==> src/rtl/noc_params.sv <==
// Shared router definitions: port sizing, flit format and input-buffer FSM states.
package noc_params;

  localparam int PORT_NUM            = 5;
  localparam int PORT_SIZE           = $clog2(PORT_NUM);
  localparam int PAYLOAD_W           = 16;
  localparam int BUFFER_SIZE_DEFAULT = 8;

  typedef enum logic [1:0] {HEAD, BODY, TAIL, HEADTAIL} flit_label_t;

  typedef struct packed {
    flit_label_t           flit_label;
    logic [PORT_SIZE-1:0]  dest;
    logic [PAYLOAD_W-1:0]  payload;
  } flit_t;

  typedef enum logic {IDLE, ACTIVE} ib_state_t;

  // BODY/TAIL can only legally appear after a HEAD has opened a packet.
  function automatic logic is_continuation(flit_label_t lbl);
    return (lbl == BODY) || (lbl == TAIL);
  endfunction

endpackage

==> src/rtl/input_buffer_onoff_if.sv <==
// Link bundle of one router input port: upstream flit link plus switch-allocator side.
interface input_buffer_onoff_if;
  import noc_params::*;

  flit_t                data_i;
  logic                 valid_flit_i;
  logic                 on_off_o;
  flit_t                flit_o;
  logic                 switch_request_o;
  logic [PORT_SIZE-1:0] out_port_o;
  logic                 valid_sel_i;

  modport slave (
    input  data_i, valid_flit_i, valid_sel_i,
    output on_off_o, flit_o, switch_request_o, out_port_o
  );

  modport master (
    output data_i, valid_flit_i, valid_sel_i,
    input  on_off_o, flit_o, switch_request_o, out_port_o
  );
endinterface

==> src/rtl/circular_buffer.sv <==
// Generic FIFO with registered write and combinational head read; push accepted
// when full only if a pop happens in the same cycle.
module circular_buffer #(
  parameter int WIDTH = 8,
  parameter int DEPTH = 8
) (
  input  logic                     clk,
  input  logic                     rst,
  input  logic                     push,
  input  logic [WIDTH-1:0]         wdata,
  input  logic                     pop,
  output logic [WIDTH-1:0]         rdata,
  output logic                     full,
  output logic                     empty,
  output logic [$clog2(DEPTH):0]   count_next
);
  localparam int AW = $clog2(DEPTH);

  logic [WIDTH-1:0] mem [DEPTH];
  logic [AW-1:0]    rd_ptr_reg, wr_ptr_reg;
  logic [AW:0]      count_reg;
  logic             push_ok, pop_ok;

  assign full       = (count_reg == (AW+1)'(DEPTH));
  assign empty      = (count_reg == '0);
  assign pop_ok     = pop && !empty;
  assign push_ok    = push && (!full || pop_ok);
  assign count_next = count_reg + (AW+1)'(push_ok) - (AW+1)'(pop_ok);
  assign rdata      = mem[rd_ptr_reg];

  always_ff @(posedge clk) begin
    if (push_ok) mem[wr_ptr_reg] <= wdata;
  end

  always_ff @(posedge clk or negedge rst) begin
    if (!rst) begin
      rd_ptr_reg <= '0;
      wr_ptr_reg <= '0;
      count_reg  <= '0;
    end else begin
      if (push_ok) wr_ptr_reg <= wr_ptr_reg + 1'b1;
      if (pop_ok)  rd_ptr_reg <= rd_ptr_reg + 1'b1;
      count_reg <= count_next;
    end
  end
endmodule

==> src/rtl/input_buffer_onoff.sv <==
// Router input port: flit FIFO, packet-tracking FSM and on/off flow control.
// Define ONOFF_HYSTERESIS_EN for two-threshold hysteresis on on_off_o.
module input_buffer_onoff
  import noc_params::*;
#(
  parameter int BUFFER_SIZE = BUFFER_SIZE_DEFAULT,
  parameter int OFF_THRESH  = 6,
  parameter int ON_THRESH   = 3
) (
  input  logic                 clk,
  input  logic                 rst,
  input_buffer_onoff_if.slave  link,
  output logic                 overflow_o,
  output logic                 proto_err_o
);
  localparam int CW = $clog2(BUFFER_SIZE) + 1;
  localparam logic [CW-1:0] OFF_CNT = CW'(OFF_THRESH);

  if (OFF_THRESH > BUFFER_SIZE - 2 || ON_THRESH >= OFF_THRESH || BUFFER_SIZE < 4)
  begin : g_bad_thresholds
    $error("input_buffer_onoff: inconsistent BUFFER_SIZE/OFF_THRESH/ON_THRESH");
  end

  logic [$bits(flit_t)-1:0] head_bits;
  flit_t                    head_flit;
  logic                     full, empty, pop_fire;
  logic [CW-1:0]            count_next;

  ib_state_t                state_reg;
  logic [PORT_SIZE-1:0]     port_reg;
  logic                     on_off_reg, overflow_reg, proto_err_reg;

  circular_buffer #(.WIDTH($bits(flit_t)), .DEPTH(BUFFER_SIZE)) u_fifo (
    .clk        (clk),
    .rst        (rst),
    .push       (link.valid_flit_i),
    .wdata      (link.data_i),
    .pop        (link.valid_sel_i),
    .rdata      (head_bits),
    .full       (full),
    .empty      (empty),
    .count_next (count_next)
  );

  assign head_flit = flit_t'(head_bits);
  assign pop_fire  = link.valid_sel_i && !empty;

  always_ff @(posedge clk or negedge rst) begin
    if (!rst) begin
      state_reg     <= IDLE;
      port_reg      <= '0;
      on_off_reg    <= 1'b1;
      overflow_reg  <= 1'b0;
      proto_err_reg <= 1'b0;
    end else begin
      if (link.valid_flit_i && full && !link.valid_sel_i) overflow_reg <= 1'b1;
      if (state_reg == IDLE && !empty && is_continuation(head_flit.flit_label))
        proto_err_reg <= 1'b1;

      case (state_reg)
        IDLE: begin
          if (pop_fire && head_flit.flit_label == HEAD) begin
            port_reg  <= head_flit.dest;
            state_reg <= ACTIVE;
          end
        end
        ACTIVE: begin
          if (pop_fire && head_flit.flit_label == TAIL) state_reg <= IDLE;
        end
      endcase

`ifdef ONOFF_HYSTERESIS_EN
      // Between the thresholds the previous decision is held.
      if (count_next >= OFF_CNT)           on_off_reg <= 1'b0;
      else if (count_next <= CW'(ON_THRESH)) on_off_reg <= 1'b1;
`else
      on_off_reg <= (count_next < OFF_CNT);
`endif
    end
  end

  // Requests follow the head flit directly so a pushed flit is requested next cycle.
  assign link.switch_request_o = !empty;
  assign link.out_port_o       = (state_reg == ACTIVE) ? port_reg :
                                 (empty ? '0 : head_flit.dest);
  assign link.flit_o           = head_flit;
  assign link.on_off_o         = on_off_reg;
  assign overflow_o            = overflow_reg;
  assign proto_err_o           = proto_err_reg;
endmodule

==> src/flat_wrapper.sv <==
// flat-port wrapper written by rule: the top's interface ports become plain ports
module input_buffer_onoff_flat import noc_params::*;
#(
  parameter int BUFFER_SIZE = BUFFER_SIZE_DEFAULT,
  parameter int OFF_THRESH  = 6,
  parameter int ON_THRESH   = 3
)
  (clk, rst, overflow_o, proto_err_o, link_data_i, link_valid_flit_i, link_valid_sel_i, link_on_off_o, link_flit_o, link_switch_request_o, link_out_port_o);
  input_buffer_onoff_if link_i ();
  input  logic clk;
  input  logic rst;
  output logic overflow_o;
  output logic proto_err_o;
  input wire logic [$bits(link_i.data_i)-1:0] link_data_i;
  input wire logic [$bits(link_i.valid_flit_i)-1:0] link_valid_flit_i;
  input wire logic [$bits(link_i.valid_sel_i)-1:0] link_valid_sel_i;
  output wire logic [$bits(link_i.on_off_o)-1:0] link_on_off_o;
  output wire logic [$bits(link_i.flit_o)-1:0] link_flit_o;
  output wire logic [$bits(link_i.switch_request_o)-1:0] link_switch_request_o;
  output wire logic [$bits(link_i.out_port_o)-1:0] link_out_port_o;
  assign link_i.data_i = link_data_i;
  assign link_i.valid_flit_i = link_valid_flit_i;
  assign link_i.valid_sel_i = link_valid_sel_i;
  assign link_on_off_o = link_i.on_off_o;
  assign link_flit_o = link_i.flit_o;
  assign link_switch_request_o = link_i.switch_request_o;
  assign link_out_port_o = link_i.out_port_o;
  input_buffer_onoff #(.BUFFER_SIZE(BUFFER_SIZE), .OFF_THRESH(OFF_THRESH), .ON_THRESH(ON_THRESH)) u_core (.clk(clk), .rst(rst), .link(link_i), .overflow_o(overflow_o), .proto_err_o(proto_err_o));
endmodule
==> config.mk <==
export PLATFORM = sky130hd
export DESIGN_NAME = input_buffer_onoff_flat
export DESIGN_NICKNAME = d
export VERILOG_FILES = /design/src/rtl/noc_params.sv /design/src/rtl/input_buffer_onoff_if.sv /design/src/rtl/circular_buffer.sv /design/src/rtl/input_buffer_onoff.sv /design/src/flat_wrapper.sv
export SDC_FILE = /design/constraint.sdc
export NUM_CORES = 1
export LEC_CHECK = 0
export CAP_MARGIN = 10
export CORE_ASPECT_RATIO = 1.75
export CORE_MARGIN = 2
export CORE_UTILIZATION = 48
export DETAILED_ROUTE_END_ITERATION = 6
export PLACE_DENSITY = 0.76
export SETUP_SLACK_MARGIN = 0.05
export SLEW_MARGIN = 30
export SYNTH_ARGS = -nofsm -noshare
export SYNTH_HDL_FRONTEND = slang
export SYNTH_SLANG_ARGS = --single-unit
export TNS_END_PERCENT = 50
==> constraint.sdc <==
create_clock -name clk -period 4.9 [get_ports clk]
set_clock_uncertainty 0.2 [all_clocks]
set_input_delay 0.735 -clock clk [delete_from_list [all_inputs] [get_ports clk]]
set_output_delay 0.735 -clock clk [all_outputs]
set_load 0.03 [all_outputs]
# After elaboration in Yosys (flattened, before gate mapping)
# Memories as Yosys holds them, arrays and structs flattened.
# Index checks and enable logic that the tools add are counted.
# word_totals
mem_count	1
out_inout_bits	28
register_bits	17
ram_bits	168
# memory_table
memory	words	word_bits	rd	rd_clocked_by_memory_dff	wr	line	rtl
u_core.u_fifo.mem	8	21	1	0	1	circular_buffer.sv:19	logic [WIDTH-1:0] mem [DEPTH];
# classes
n_reduce_logical	16
n_addsub	4
n_mux	7
n_eq_ne	3
magnitude_cmp	1
bitwise_logic	1
# ops
operator	count
logical AND 1 bit	8
adder 3 x 1 -> 3 bit, second input constant	2
two-way mux 3 bit	2
adder 4 x 1 -> 4 bit	1
equality test 4 bit, second input constant	1
zero test 4 bit	1
less-than comparator 4 x 3 -> 1 bit, second input constant	1
two-way mux 1 bit	4
subtractor 4 x 1 -> 4 bit	1
zero test 1 bit	3
equality test 2 x 1 -> 1 bit, second input constant	1
equality test 2 bit, second input constant	1
zero test 2 bit	1
logical OR 1 bit	2
one-hot mux 1 bit (2 select lines)	1
AND reduction 2 bit	1
inverter 1 bit	1

# Logic depth before layout (Yosys ltp)
# Gate-level depths: netlist (run 1).
# logic_depth
depth_word	8
depth_mapped	10

# Modules after synthesis
# From an unflattened synthesis (run 1), not the netlist that was laid out.
# hier_totals
cells_unflattened	333
area_unflattened_um2	7419.6
# modules_own_cells
module	seq_area_each_um2	area_each_um2	instances	cells_each
circular_buffer	5295.1	7061.8	1	303
input_buffer_onoff	176.4	357.8	1	30

# Worst setup path before layout (run 1)
# Ideal clock, no wire load.
# synth_timing
path_kind	input port to flip-flop
from	input port link_valid_sel_i
to	memory u_core.u_fifo.mem[1][0] in the netlist's numbering, enable pin
path_slack_ns	1.446
required_time_ns	4.275
path_stages	4
arrival_time_ns	2.828
n_path_buf	0
path_cell_list	nand2b_1 > a31o_2 > or2_2 > nor3_1
# synth_between
elab_chain_len	5
# synth_rtl
item	line	rtl
start, declared	flat_wrapper.sv:16	input wire logic [$bits(link_i.valid_sel_i)-1:0] link_valid_sel_i;
logical AND 1 bit	circular_buffer.sv:26	assign pop_ok = pop && !empty;
logical OR 1 bit	circular_buffer.sv:27	assign push_ok = push && (!full || pop_ok);
logical AND 1 bit	circular_buffer.sv:27	
two-way mux 1 bit	circular_buffer.sv:32	if (push_ok) mem[wr_ptr_reg] <= wdata;
two-way mux 1 bit (implied by the code)	circular_buffer.sv:32	
end, declared	circular_buffer.sv:19	
# No other way between the ends.

# Worst setup path in the final report (run 1)
# layout_timing
from	register u_core.u_fifo.rd_ptr_reg[0]
to	output port link_flit_o[20]
# layout_between
elab_chain_len	1
# layout_rtl
item	line	rtl
start, declared	circular_buffer.sv:20	logic [AW-1:0] rd_ptr_reg, wr_ptr_reg;
start signal, assigned	circular_buffer.sv:42	if (pop_ok) rd_ptr_reg <= rd_ptr_reg + 1'b1;
memory (8 x 21 bit)	-	
end, declared	flat_wrapper.sv:18	output wire logic [$bits(link_i.flit_o)-1:0] link_flit_o;
# No other way between the ends.

==> impl_metrics.json, run 1 <==
{
  "result_of_the_run": "complete, no violations",
  "worst-setup-path-type": "flip-flop to output port",
  "clock_path_buffers": 2,
  "overall_routing_resource_usage": 0.168,
  "final_cell_area_um2": 8740,
  "effective_utilization_at_floorplan": 0.484,
  "layout_min_cycle_time_ns": 4.06,
  "report.final.setup_viol": 0,
  "cp_cell_sequence": "buf_12, mux4_1, mux2i_1, inv_1, clkdlybuf4s50_1",
  "wirelength_mm": 12.9,
  "fillers": 1101,
  "switching_share": 0.334,
  "detail_route.vias_per_cell": 5.64,
  "avgRoutedWirePerCell_um": 21.2,
  "largest_reg_flops": 168,
  "holdBufCountCts": 0,
  "netlist_area_um2": 7370,
  "post-synth-top-area-cell": "edfxtp_1",
  "gate_family_responsible_for_the_most_delay_along_the_worst_path": "buffers and inverters",
  "cts_max_level": 4,
  "timing.setup.tns_ns": 0,
  "seqPwrFrac": 0.397,
  "leakagePower_uw": 0.00303,
  "layout-area-overhead-vs-synth_pct": 18.5,
  "critical_path.n_buffers_inverters": 3,
  "postSynthNetCount": 375,
  "fmax_mhz": 246,
  "first_pass_grt_wire_length_mm": 20.7,
  "worst_hold_path.endpoint": "u_core.proto_err_o$_DFFE_PN0P_",
  "number_of_sinks_handled_by_clock_tree_synthesis": 185,
  "power.switching_uw": 1830,
  "p_int_uw": 3660,
  "timing.hold.worst_path_depth": 1,
  "critical_path.startpoint_type": "flip-flop",
  "post-route-util": 0.573,
  "final_net_count": 446,
  "worst_ep_required_time_ns": 3.96,
  "drv_cap": 0,
  "leading_cell_type_by_number_of_instances_after_synthesis": "edfxtp_1",
  "clk_pin_slew_ns": 0.07,
  "detail-route-antenna-nets": 0,
  "number_of_standard_cells_after_synthesis": 340,
  "vias": 3441,
  "grt_overflow": 0,
  "min_delay_startpoint": "u_core.proto_err_o$_DFFE_PN0P_",
  "cts.repair_timing.setup_buffer_count": 0,
  "unrepaired_setup_endpoints_after_global_routing": "false",
  "synth.ff_latch_count": 185,
  "worst_path_max_delay_cell": "dfrtp_2",
  "share_comb_of_total_power": 0.362,
  "drv_slew": 0,
  "critical_path.max_stage_delay_ns": 0.91,
  "port_buffers": 52,
  "post_dp_hpwl_mm": 7.83,
  "grt_pass1_vias": 3686,
  "period_share": 0.829,
  "synth.top_cells.by_area": "edfxtp_1 68%, mux4_1 10%, dfrtp_1 5.4%, mux2_2 4.1%, mux4_2 2.4%",
  "synthTopCellsByCount": "168 x edfxtp_1, 28 x mux4_1, 27 x mux2_2",
  "multi_input_area_um2": 1790,
  "cp.arrival_ns": 3.13,
  "hp-class": "flip-flop to flip-flop",
  "yosys_warnings": 0,
  "critPathCaptureType": "output port",
  "globalplace.congestion": 0.691,
  "detailed_place.area_um2": 8150,
  "proportion_of_register_bits_with_asynchronous_set_or_reset_after_synthesis": 0.0919,
  "tritoncts.num_buffers": 17,
  "maximum_number_of_pins_on_one_net_before_global_route_repair": 27,
  "cts_root_buf": "clkbuf_16",
  "core_area_um2": 15200,
  "cp_max_fo": 26,
  "synth_top_flop_cell": "edfxtp_1",
  "yosys.area.top_type_share": 0.684,
  "tightest_slew_ns": 0.822,
  "synth_area_per_cell_um2": 21.7,
  "final_layout_size_suffix_gt1_frac": 0.224,
  "die-area_um2": 16400,
  "sequential_area_share_after_synthesis": 0.742,
  "post_synth_cell_types": 35,
  "number_of_cells_traversed_by_the_worst_register_to_register_path": 6,
  "ctsResizeCount": 0,
  "number_of_flops_mapped_to_enable_cells_by_yosys": 168,
  "hold_violations": 0,
  "floorplan.rows": 60,
  "io-pin-count": 53,
  "drt_drc": 0,
  "worst_r2r_startpoint": "u_core.u_fifo.rd_ptr_reg[0]$_DFFE_PN0N_",
  "chipWidth_um": 97.7,
  "worst-r2r-setup-slack_ns": 1.92,
  "vdd_drop_max_uv": 286,
  "crit-reg2reg-capture": "u_core.port_reg[0]$_DFFE_PN0P_",
  "power_density_nw_per_um2": 628,
  "chip_height_um": 168,
  "first_pass_detailed_route_iteration_total": 4,
  "antenna_found_initial": 0,
  "share_clk_of_total_power": 0.241,
  "cts_tree": "done",
  "antenna_cells_inserted": 0,
  "first_iter_violations": 300,
  "clock_latency_ns": 0.42,
  "sequential_cell_area_um2": 5470,
  "max_slew_margin": 0.452
}
-- metal layers --
| metal | vias up | routed length (µm) | part of all wire | GRT usage |
|---|---|---|---|---|
| li1 | 1548 | - | - | - |
| met3 | 21 | 417 | 0.032 | 0.0382 |
| met5 | - | 0 | 0 | 0 |
| met4 | 0 | 272 | 0.021 | 0.0688 |
| met1 | 1794 | 5090 | 0.39 | 0.201 |
| met2 | 78 | 7160 | 0.55 | 0.294 |
-- worst reg2reg max path: cells and delay by family, from the launching register on --
kind,cells,cell delay (ns)
adders and majority gates,1,0.20
DFF,1,0.91
muxes,3,1.11
buffers and inverters,1,0.31
and+or+nand+nor,1,0.15
-- cells in the final DEF (no fill, tap or decap), drive strengths merged --
master         Yosys  routed
inv               12      19
a41o               1       1
nor2               9       9
a31oi              1       1
ha                 9       9
clkinv             0       5
nand3b             1       1
nor2b              1       1
buf               10      11
a31o               1       1
dfstp              1       1
mux2i              8       8
dfrtp             16      16
fa                 1       1
bufinv             0       1
a21o               2       2
nand2              7       7
clkbuf             1      17
nor3               2       2
o21ai              1       1
xor2               3       3
edfxtp           168     168
xnor2              2       2
clkinvlp           0       2
clkdlybuf4s50      0      52
or2                1       1
o22ai              3       3
a221oi             3       3
mux2              27      27
a22o               3       3
mux4              36      36
nand2b             5       5
a21oi              5       5
-- cell type report --
cell class | count | share of cell area
Clock inverter | 15 | 0.0179
Multi-Input combinational cell | 132 | 0.205
Tap cell | 186 | 0.0266
Inverter | 12 | 0.00516
Clock buffer | 17 | 0.0487
Sequential cell | 185 | 0.627
Timing Repair Buffer | 63 | 0.0705
-- cell families (layout without fill, tap and decap cells) --
kind of cell,Yosys count,in the layout,share of synthesized area
AO/OA/AOI/OAI,20,20,0.0222
XOR/XNOR,5,5,0.00594
adder cells (fa/ha/maj),10,10,0.0180
buffers and inverters,23,107,0.0190
flip-flops,185,185,0.742
multiplexers,71,71,0.176
AND/OR/NAND/NOR,26,26,0.0165
-- stage by stage --
step / cells / setup WS [ns] / power, µW / hold slack (ns)
after floorplan: 340 / 1.45 / 3550 / 0.239
after global placement: 578 / 1.31 / 4170 / 0.245
after detailed placement: 578 / 1.23 / 4230 / 0.247
after CTS: 610 / 0.755 / 5550 / 0.263
after global routing: 610 / 0.684 / 5750 / 0.293
final: 610 / 0.839 / 5490 / 0.265
-- power groups by stage --
stage	clock network (µW)	logic (µW)	registers [µW]
global placement	0	1980	2190
floorplan	0	1430	2120
CTS	1350	2020	2180
global route	1410	2120	2210
finish	1320	1990	2180
detailed placement	0	2010	2210
-- worst max path at each step --
stage	start	endpoint	depth (start not counted)
after global routing	u_core.u_fifo.rd_ptr_reg[0]$_DFFE_PN0N_	link_flit_o[20]	5
final	u_core.u_fifo.rd_ptr_reg[0]$_DFFE_PN0N_	link_flit_o[20]	5
after CTS	u_core.u_fifo.rd_ptr_reg[1]$_DFFE_PN0N_	link_flit_o[19]	5
after global placement	u_core.u_fifo.rd_ptr_reg[1]$_DFFE_PN0N_	link_flit_o[19]	5
after floorplan	link_valid_sel_i	u_core.u_fifo.mem[1][0]$_DFFE_PP_	4
after detailed placement	u_core.u_fifo.rd_ptr_reg[1]$_DFFE_PN0N_	link_flit_o[19]	5
Note: power is estimated with default switching activity, not from simulation.
==> run 2: changes to the inputs <==
clock period = 3.97 ns   (was 4.9 ns; I/O delays follow)
==> run 2 against run 1 <==
  * Global-route usage down 0.36 points
  * Sequential cell count unchanged
  * Count of clock-buffer cells in the layout up 1
  * Worst setup slack worse by 0.39 ns
  * Wire length down 0.47%
  * Utilization up 0.28 points
  * Non-clock buffer count up 3
  * Total power up 25%
  * Register-to-register slack worse by 0.49 ns
  * Cell count up 0.49%
  * Sequential power up 20%
  * Critical path type unchanged
==> impl_metrics.json, run 2 (synthesized netlist as in run 1, its figures left out) <==
{
  "result_of_the_run": "complete, no violations",
  "port_buffers": 52,
  "number_of_sinks_handled_by_clock_tree_synthesis": 185,
  "largest_reg_flops": 168,
  "drv_cap": 0,
  "vias": 3491,
  "overall_routing_resource_usage": 0.165,
  "layout_min_cycle_time_ns": 3.53,
  "worst_r2r_startpoint": "u_core.u_fifo.count_reg[2]$_DFF_PN0_",
  "detail_route.vias_per_cell": 5.69,
  "layout-area-overhead-vs-synth_pct": 19.1,
  "post_dp_hpwl_mm": 7.78,
  "fmax_mhz": 284,
  "critical_path.startpoint_type": "flip-flop",
  "smallest_hold_slack_ns": 0.262,
  "core_area_um2": 15200,
  "final_cell_area_um2": 8780,
  "timing.hold.worst_path_depth": 1,
  "chipWidth_um": 97.7,
  "cp_cell_sequence": "buf_4, mux4_1, mux2_2, clkdlybuf4s50_1",
  "post-layout-total-power_uw": 6860,
  "wirelength_mm": 12.9,
  "antenna_cells_inserted": 0,
  "cp_max_fo": 22,
  "die-area_um2": 16400,
  "worst-r2r-setup-slack_ns": 1.43,
  "layout_commonest_cell": "edfxtp_1",
  "hp-class": "flip-flop to flip-flop",
  "first_iter_violations": 197,
  "hold_violations": 0,
  "globalplace.congestion": 0.734,
  "antenna_found_initial": 0,
  "avgRoutedWirePerCell_um": 21.0,
  "clock_latency_ns": 0.42,
  "first_pass_detailed_route_iteration_total": 5,
  "grt_pass1_vias": 3749,
  "cts_root_buf": "clkbuf_16",
  "grt_overflow": 0,
  "ctsResizeCount": 0,
  "cts_tree": "done",
  "leakagePower_uw": 0.00305,
  "tritoncts.num_buffers": 17,
  "critical_path_cell_count": 4,
  "cts.repair_timing.setup_buffer_count": 0,
  "cts_max_level": 4,
  "floorplan.rows": 60,
  "critical_path.n_buffers_inverters": 2,
  "effective_utilization_at_floorplan": 0.484,
  "report.final.setup_viol": 0,
  "first_pass_grt_wire_length_mm": 20.3,
  "critPathCaptureType": "output port",
  "post-route-util": 0.576,
  "fillers": 1098,
  "worst_path_max_delay_cell": "mux4_1",
  "number_of_cells_traversed_by_the_worst_register_to_register_path": 10,
  "drt_drc": 0,
  "power_density_nw_per_um2": 782,
  "maximum_number_of_pins_on_one_net_before_global_route_repair": 29,
  "tightest_slew_ns": 0.800,
  "unrepaired_setup_endpoints_after_global_routing": "false",
  "final_net_count": 449,
  "worst_ep_required_time_ns": 3.17,
  "detail-route-antenna-nets": 0,
  "vdd_drop_max_uv": 401,
  "chip_height_um": 168,
  "drv_slew": 0,
  "gate_family_responsible_for_the_most_delay_along_the_worst_path": "buffers and inverters",
  "min_delay_startpoint": "u_core.proto_err_o$_DFFE_PN0P_",
  "crit-reg2reg-capture": "u_core.link.on_off_o$_DFF_PN1_",
  "critical_path.max_stage_delay_ns": 0.61,
  "worst-setup-path-type": "flip-flop to output port",
  "timing.setup.tns_ns": 0,
  "worst_hold_path.endpoint": "u_core.proto_err_o$_DFFE_PN0P_",
  "most-common-layout-cells": "168 x edfxtp_1, 52 x clkdlybuf4s50_1, 28 x mux4_1, 27 x mux2_2, 17 x clkbuf_16",
  "io-pin-count": 53,
  "detailed_place.area_um2": 8160,
  "cp.arrival_ns": 2.73,
  "clk_pin_slew_ns": 0.07,
  "period_share": 0.888,
  "final_layout_size_suffix_gt1_frac": 0.225,
  "holdBufCountCts": 0,
  "max_slew_margin": 0.465,
  "clock_path_buffers": 2
}
==> run 2: changes by cell type in the layout (fill, tap and decap cells not counted), sizes merged <==
cell,change
clkbuf,+1
clkinvlp,-1
inv,-2
bufinv,+2
buf,+3
==> run 2: cell type report <==
type / count / area, µm² / share of cell area
multi-input combinational: 132 / 1790 / 0.204
clock inverter: 14 / 186 / 0.0212
inverter: 12 / 45.0 / 0.00513
tap: 186 / 233 / 0.0265
timing repair buffer: 66 / 626 / 0.0713
sequential: 185 / 5470 / 0.623
clock buffer: 18 / 429 / 0.0489
==> run 2: worst max-delay path by stage <==
stage / from / end
after floorplan: u_core.u_fifo.count_reg[2]$_DFF_PN0_ / u_core.u_fifo.mem[1][0]$_DFFE_PP_
after global placement: u_core.u_fifo.rd_ptr_reg[0]$_DFFE_PN0N_ / link_flit_o[14]
after detailed placement: u_core.u_fifo.rd_ptr_reg[0]$_DFFE_PN0N_ / link_flit_o[8]
after CTS: u_core.u_fifo.rd_ptr_reg[0]$_DFFE_PN0N_ / link_flit_o[15]
after global routing: u_core.u_fifo.rd_ptr_reg[0]$_DFFE_PN0N_ / link_flit_o[15]
final: u_core.u_fifo.rd_ptr_reg[0]$_DFFE_PN0N_ / link_flit_o[15]
==> run 2: metrics by stage <==
step	instances	worst slack, ns
finish	613	0.445
global route	613	0.355
CTS	613	0.402
detailed placement	581	0.871
global placement	581	0.889
floorplan	340	0.561
==> run 2: where the power goes <==
group	switching (µW)	internal [µW]	leakage, µW
Sequential	139	2470	0.00172
Clock	714	1010	0.000299
Combinational	1370	1170	0.00104
Total	2220	4640	0.00305
==> run 2: layer usage <==
| metal | GRT usage | wire [µm] | part of all wire |
|---|---|---|---|
| met5 | 0 | 0 | 0 |
| met4 | 0.0761 | 255 | 0.020 |
| met3 | 0.0336 | 412 | 0.032 |
| met2 | 0.292 | 7070 | 0.55 |
| met1 | 0.192 | 5140 | 0.40 |
==> run 3: changes to the inputs <==
CAP_MARGIN = 20   (was 10)
PLACE_DENSITY = 0.79   (was 0.76)
clock period = 3.16 ns   (was 3.97 ns; I/O delays follow)
==> run 3 against run 2 <==
  * Cell count increased by 1.1%
  * Critical path type unchanged
  * Register-to-register slack got worse by 0.78 ns
  * Non-clock buffer count increased by 7
  * Clock power increased by 18%
  * Sequential share of layout area decreased by 0.23 points
  * Total power increased by 24%
  * Largest power group unchanged
  * Worst setup slack got worse by 0.35 ns
  * Via count increased by 0.89%
  * Die area unchanged
  * Count of clock-buffer cells in the layout unchanged
  * Critical path depth increased by 1
  * Cell area increased by 0.41%
==> impl_metrics.json, run 3 (synthesized netlist as in run 1, its figures left out) <==
{
  "worst-setup-path-type": "flip-flop to output port",
  "power.switching_uw": 2920,
  "final_net_count": 456,
  "worst_hold_path.endpoint": "u_core.proto_err_o$_DFFE_PN0P_",
  "largest_reg_flops": 168,
  "smallest_hold_slack_ns": 0.261,
  "vias": 3522,
  "result_of_the_run": "complete, no violations",
  "post_dp_hpwl_mm": 8.35,
  "crit-reg2reg-capture": "u_core.link.on_off_o$_DFF_PN1_",
  "p_int_uw": 5610,
  "post-route-util": 0.578,
  "min_delay_startpoint": "u_core.proto_err_o$_DFFE_PN0P_",
  "hp-class": "flip-flop to flip-flop",
  "detail_route.vias_per_cell": 5.68,
  "cp.arrival_ns": 2.39,
  "layout_commonest_cell": "edfxtp_1",
  "holdBufCountCts": 0,
  "timing.setup.tns_ns": 0,
  "number_of_sinks_handled_by_clock_tree_synthesis": 185,
  "max_slew_margin": 0.474,
  "fin_ws_ns": 0.0947,
  "worst_ep_required_time_ns": 2.49,
  "critPathCaptureType": "output port",
  "timing.hold.worst_path_depth": 1,
  "fmax_mhz": 326,
  "worst-r2r-setup-slack_ns": 0.65,
  "place_worst_setup_slack_ns": 0.298,
  "core_area_um2": 15200,
  "clock_latency_ns": 0.42,
  "first_pass_detailed_route_iteration_total": 5,
  "seqPwrFrac": 0.386,
  "drv_slew": 0,
  "chipWidth_um": 97.7,
  "port_buffers": 52,
  "layout_min_cycle_time_ns": 3.07,
  "first_iter_violations": 275,
  "grt_pass1_vias": 3814,
  "share_comb_of_total_power": 0.376,
  "first_pass_grt_wire_length_mm": 21.0,
  "cts_tree": "done",
  "overall_routing_resource_usage": 0.173,
  "antenna_found_initial": 0,
  "cts_root_buf": "clkbuf_16",
  "hold_violations": 0,
  "final_cell_area_um2": 8810,
  "worst_r2r_startpoint": "u_core.u_fifo.count_reg[2]$_DFF_PN0_",
  "final_layout_size_suffix_gt1_frac": 0.279,
  "wirelength_mm": 13.4,
  "floorplan.rows": 60,
  "tightest_slew_ns": 0.786,
  "tritoncts.num_buffers": 17,
  "io-pin-count": 53,
  "switching_share": 0.343,
  "antenna_cells_inserted": 0,
  "layout-area-overhead-vs-synth_pct": 19.5,
  "avgRoutedWirePerCell_um": 21.6,
  "unrepaired_setup_endpoints_after_global_routing": "true",
  "die-area_um2": 16400,
  "leakagePower_uw": 0.00313,
  "maximum_number_of_pins_on_one_net_before_global_route_repair": 43,
  "most-common-layout-cells": "168 x edfxtp_1, 33 x buf_4, 28 x mux4_1, 28 x clkdlybuf4s50_1, 27 x mux2_2",
  "clk_pin_slew_ns": 0.07,
  "grt_overflow": 0,
  "cp_max_fo": 14,
  "drt_drc": 0,
  "detail-route-antenna-nets": 0,
  "critical_path.startpoint_type": "flip-flop",
  "drv_cap": 0,
  "globalplace.congestion": 0.703,
  "clock_path_buffers": 2,
  "chip_height_um": 168,
  "detailed_place.area_um2": 8200,
  "number_of_cells_traversed_by_the_worst_register_to_register_path": 10,
  "report.final.setup_viol": 0,
  "vdd_drop_max_uv": 526,
  "share_clk_of_total_power": 0.238,
  "power_density_nw_per_um2": 968,
  "cts_max_level": 4,
  "effective_utilization_at_floorplan": 0.484,
  "period_share": 0.970
}
## run 3: cell count changes in the layout (fill, tap and decap cells not counted), moves of 2 or more
| cell | before | now |
|---|---|---|
| buf_12 | 0 | 5 |
| buf_4 | 14 | 33 |
| bufinv_16 | 3 | 0 |
| clkdlybuf4s50_1 | 52 | 28 |
| clkinv_4 | 4 | 1 |
| dlygate4sd2_1 | 0 | 5 |
| inv_6 | 3 | 5 |
| inv_8 | 2 | 6 |
## run 3: layout make-up
type                       count  area, µm²
sequential                   185       5480
clock buffer                  18        429
tap                          186        233
multi-input combinational    132       1790
inverter                      12       45.0
clock inverter                14        144
fill                        1113       6420
timing repair buffer          73        696
## run 3: routing by layer
metal  vias to the layer above  track usage  routed length [µm]  share of wire
met5                         -            0                   0              0
met4                         0       0.0827                 270          0.020
met3                        13       0.0365                 458          0.034
met2                        83        0.313                7560           0.56
met1                      1851        0.194                5120           0.38
li1                       1575            -                   -              -
## run 3: worst max path at each step
stage	startpoint	to	slack [ns]	cells after the start
floorplan	u_core.u_fifo.count_reg[2]$_DFF_PN0_	u_core.u_fifo.mem[0][0]$_DFFE_PP_	-0.14	6
global placement	u_core.u_fifo.rd_ptr_reg[0]$_DFFE_PN0N_	link_flit_o[19]	0.33	4
detailed placement	u_core.u_fifo.rd_ptr_reg[0]$_DFFE_PN0N_	link_flit_o[19]	0.30	4
CTS	u_core.u_fifo.rd_ptr_reg[0]$_DFFE_PN0N_	link_flit_o[19]	0.06	5
global route	u_core.u_fifo.rd_ptr_reg[0]$_DFFE_PN0N_	link_flit_o[13]	0.03	5
finish	u_core.u_fifo.rd_ptr_reg[0]$_DFFE_PN0N_	link_flit_o[13]	0.09	5
## run 3: repair_timing
| action | CTS | global route |
|---|---|---|
| resized for setup | 6 | 2 |
| setup buffers | 2 | 0 |
| endpoints found under the setup margin | 18 | 4 |
## run 3: power by group through the flow
stage / logic [µW] / registers (µW) / clock network, µW
after floorplan: 2220 / 3290 / 0
after global placement: 3100 / 3340 / 0
after detailed placement: 3190 / 3370 / 0
after CTS: 3260 / 3290 / 2070
after global routing: 3420 / 3330 / 2170
final: 3210 / 3290 / 2030
## run 3: worst max-delay path, cell delays in order, from the launching register on
cell,delay (ns)
dfrtp_4,0.46
buf_12,0.14
buf_4,0.26
mux4_1,0.61
mux2_2,0.31
buf_4,0.18
## run 3: per-stage QoR
stage	instances	power, µW
after detailed placement	586	6560
final	620	8530
after global routing	620	8920
after CTS	620	8630
after global placement	586	6440
after floorplan	340	5510
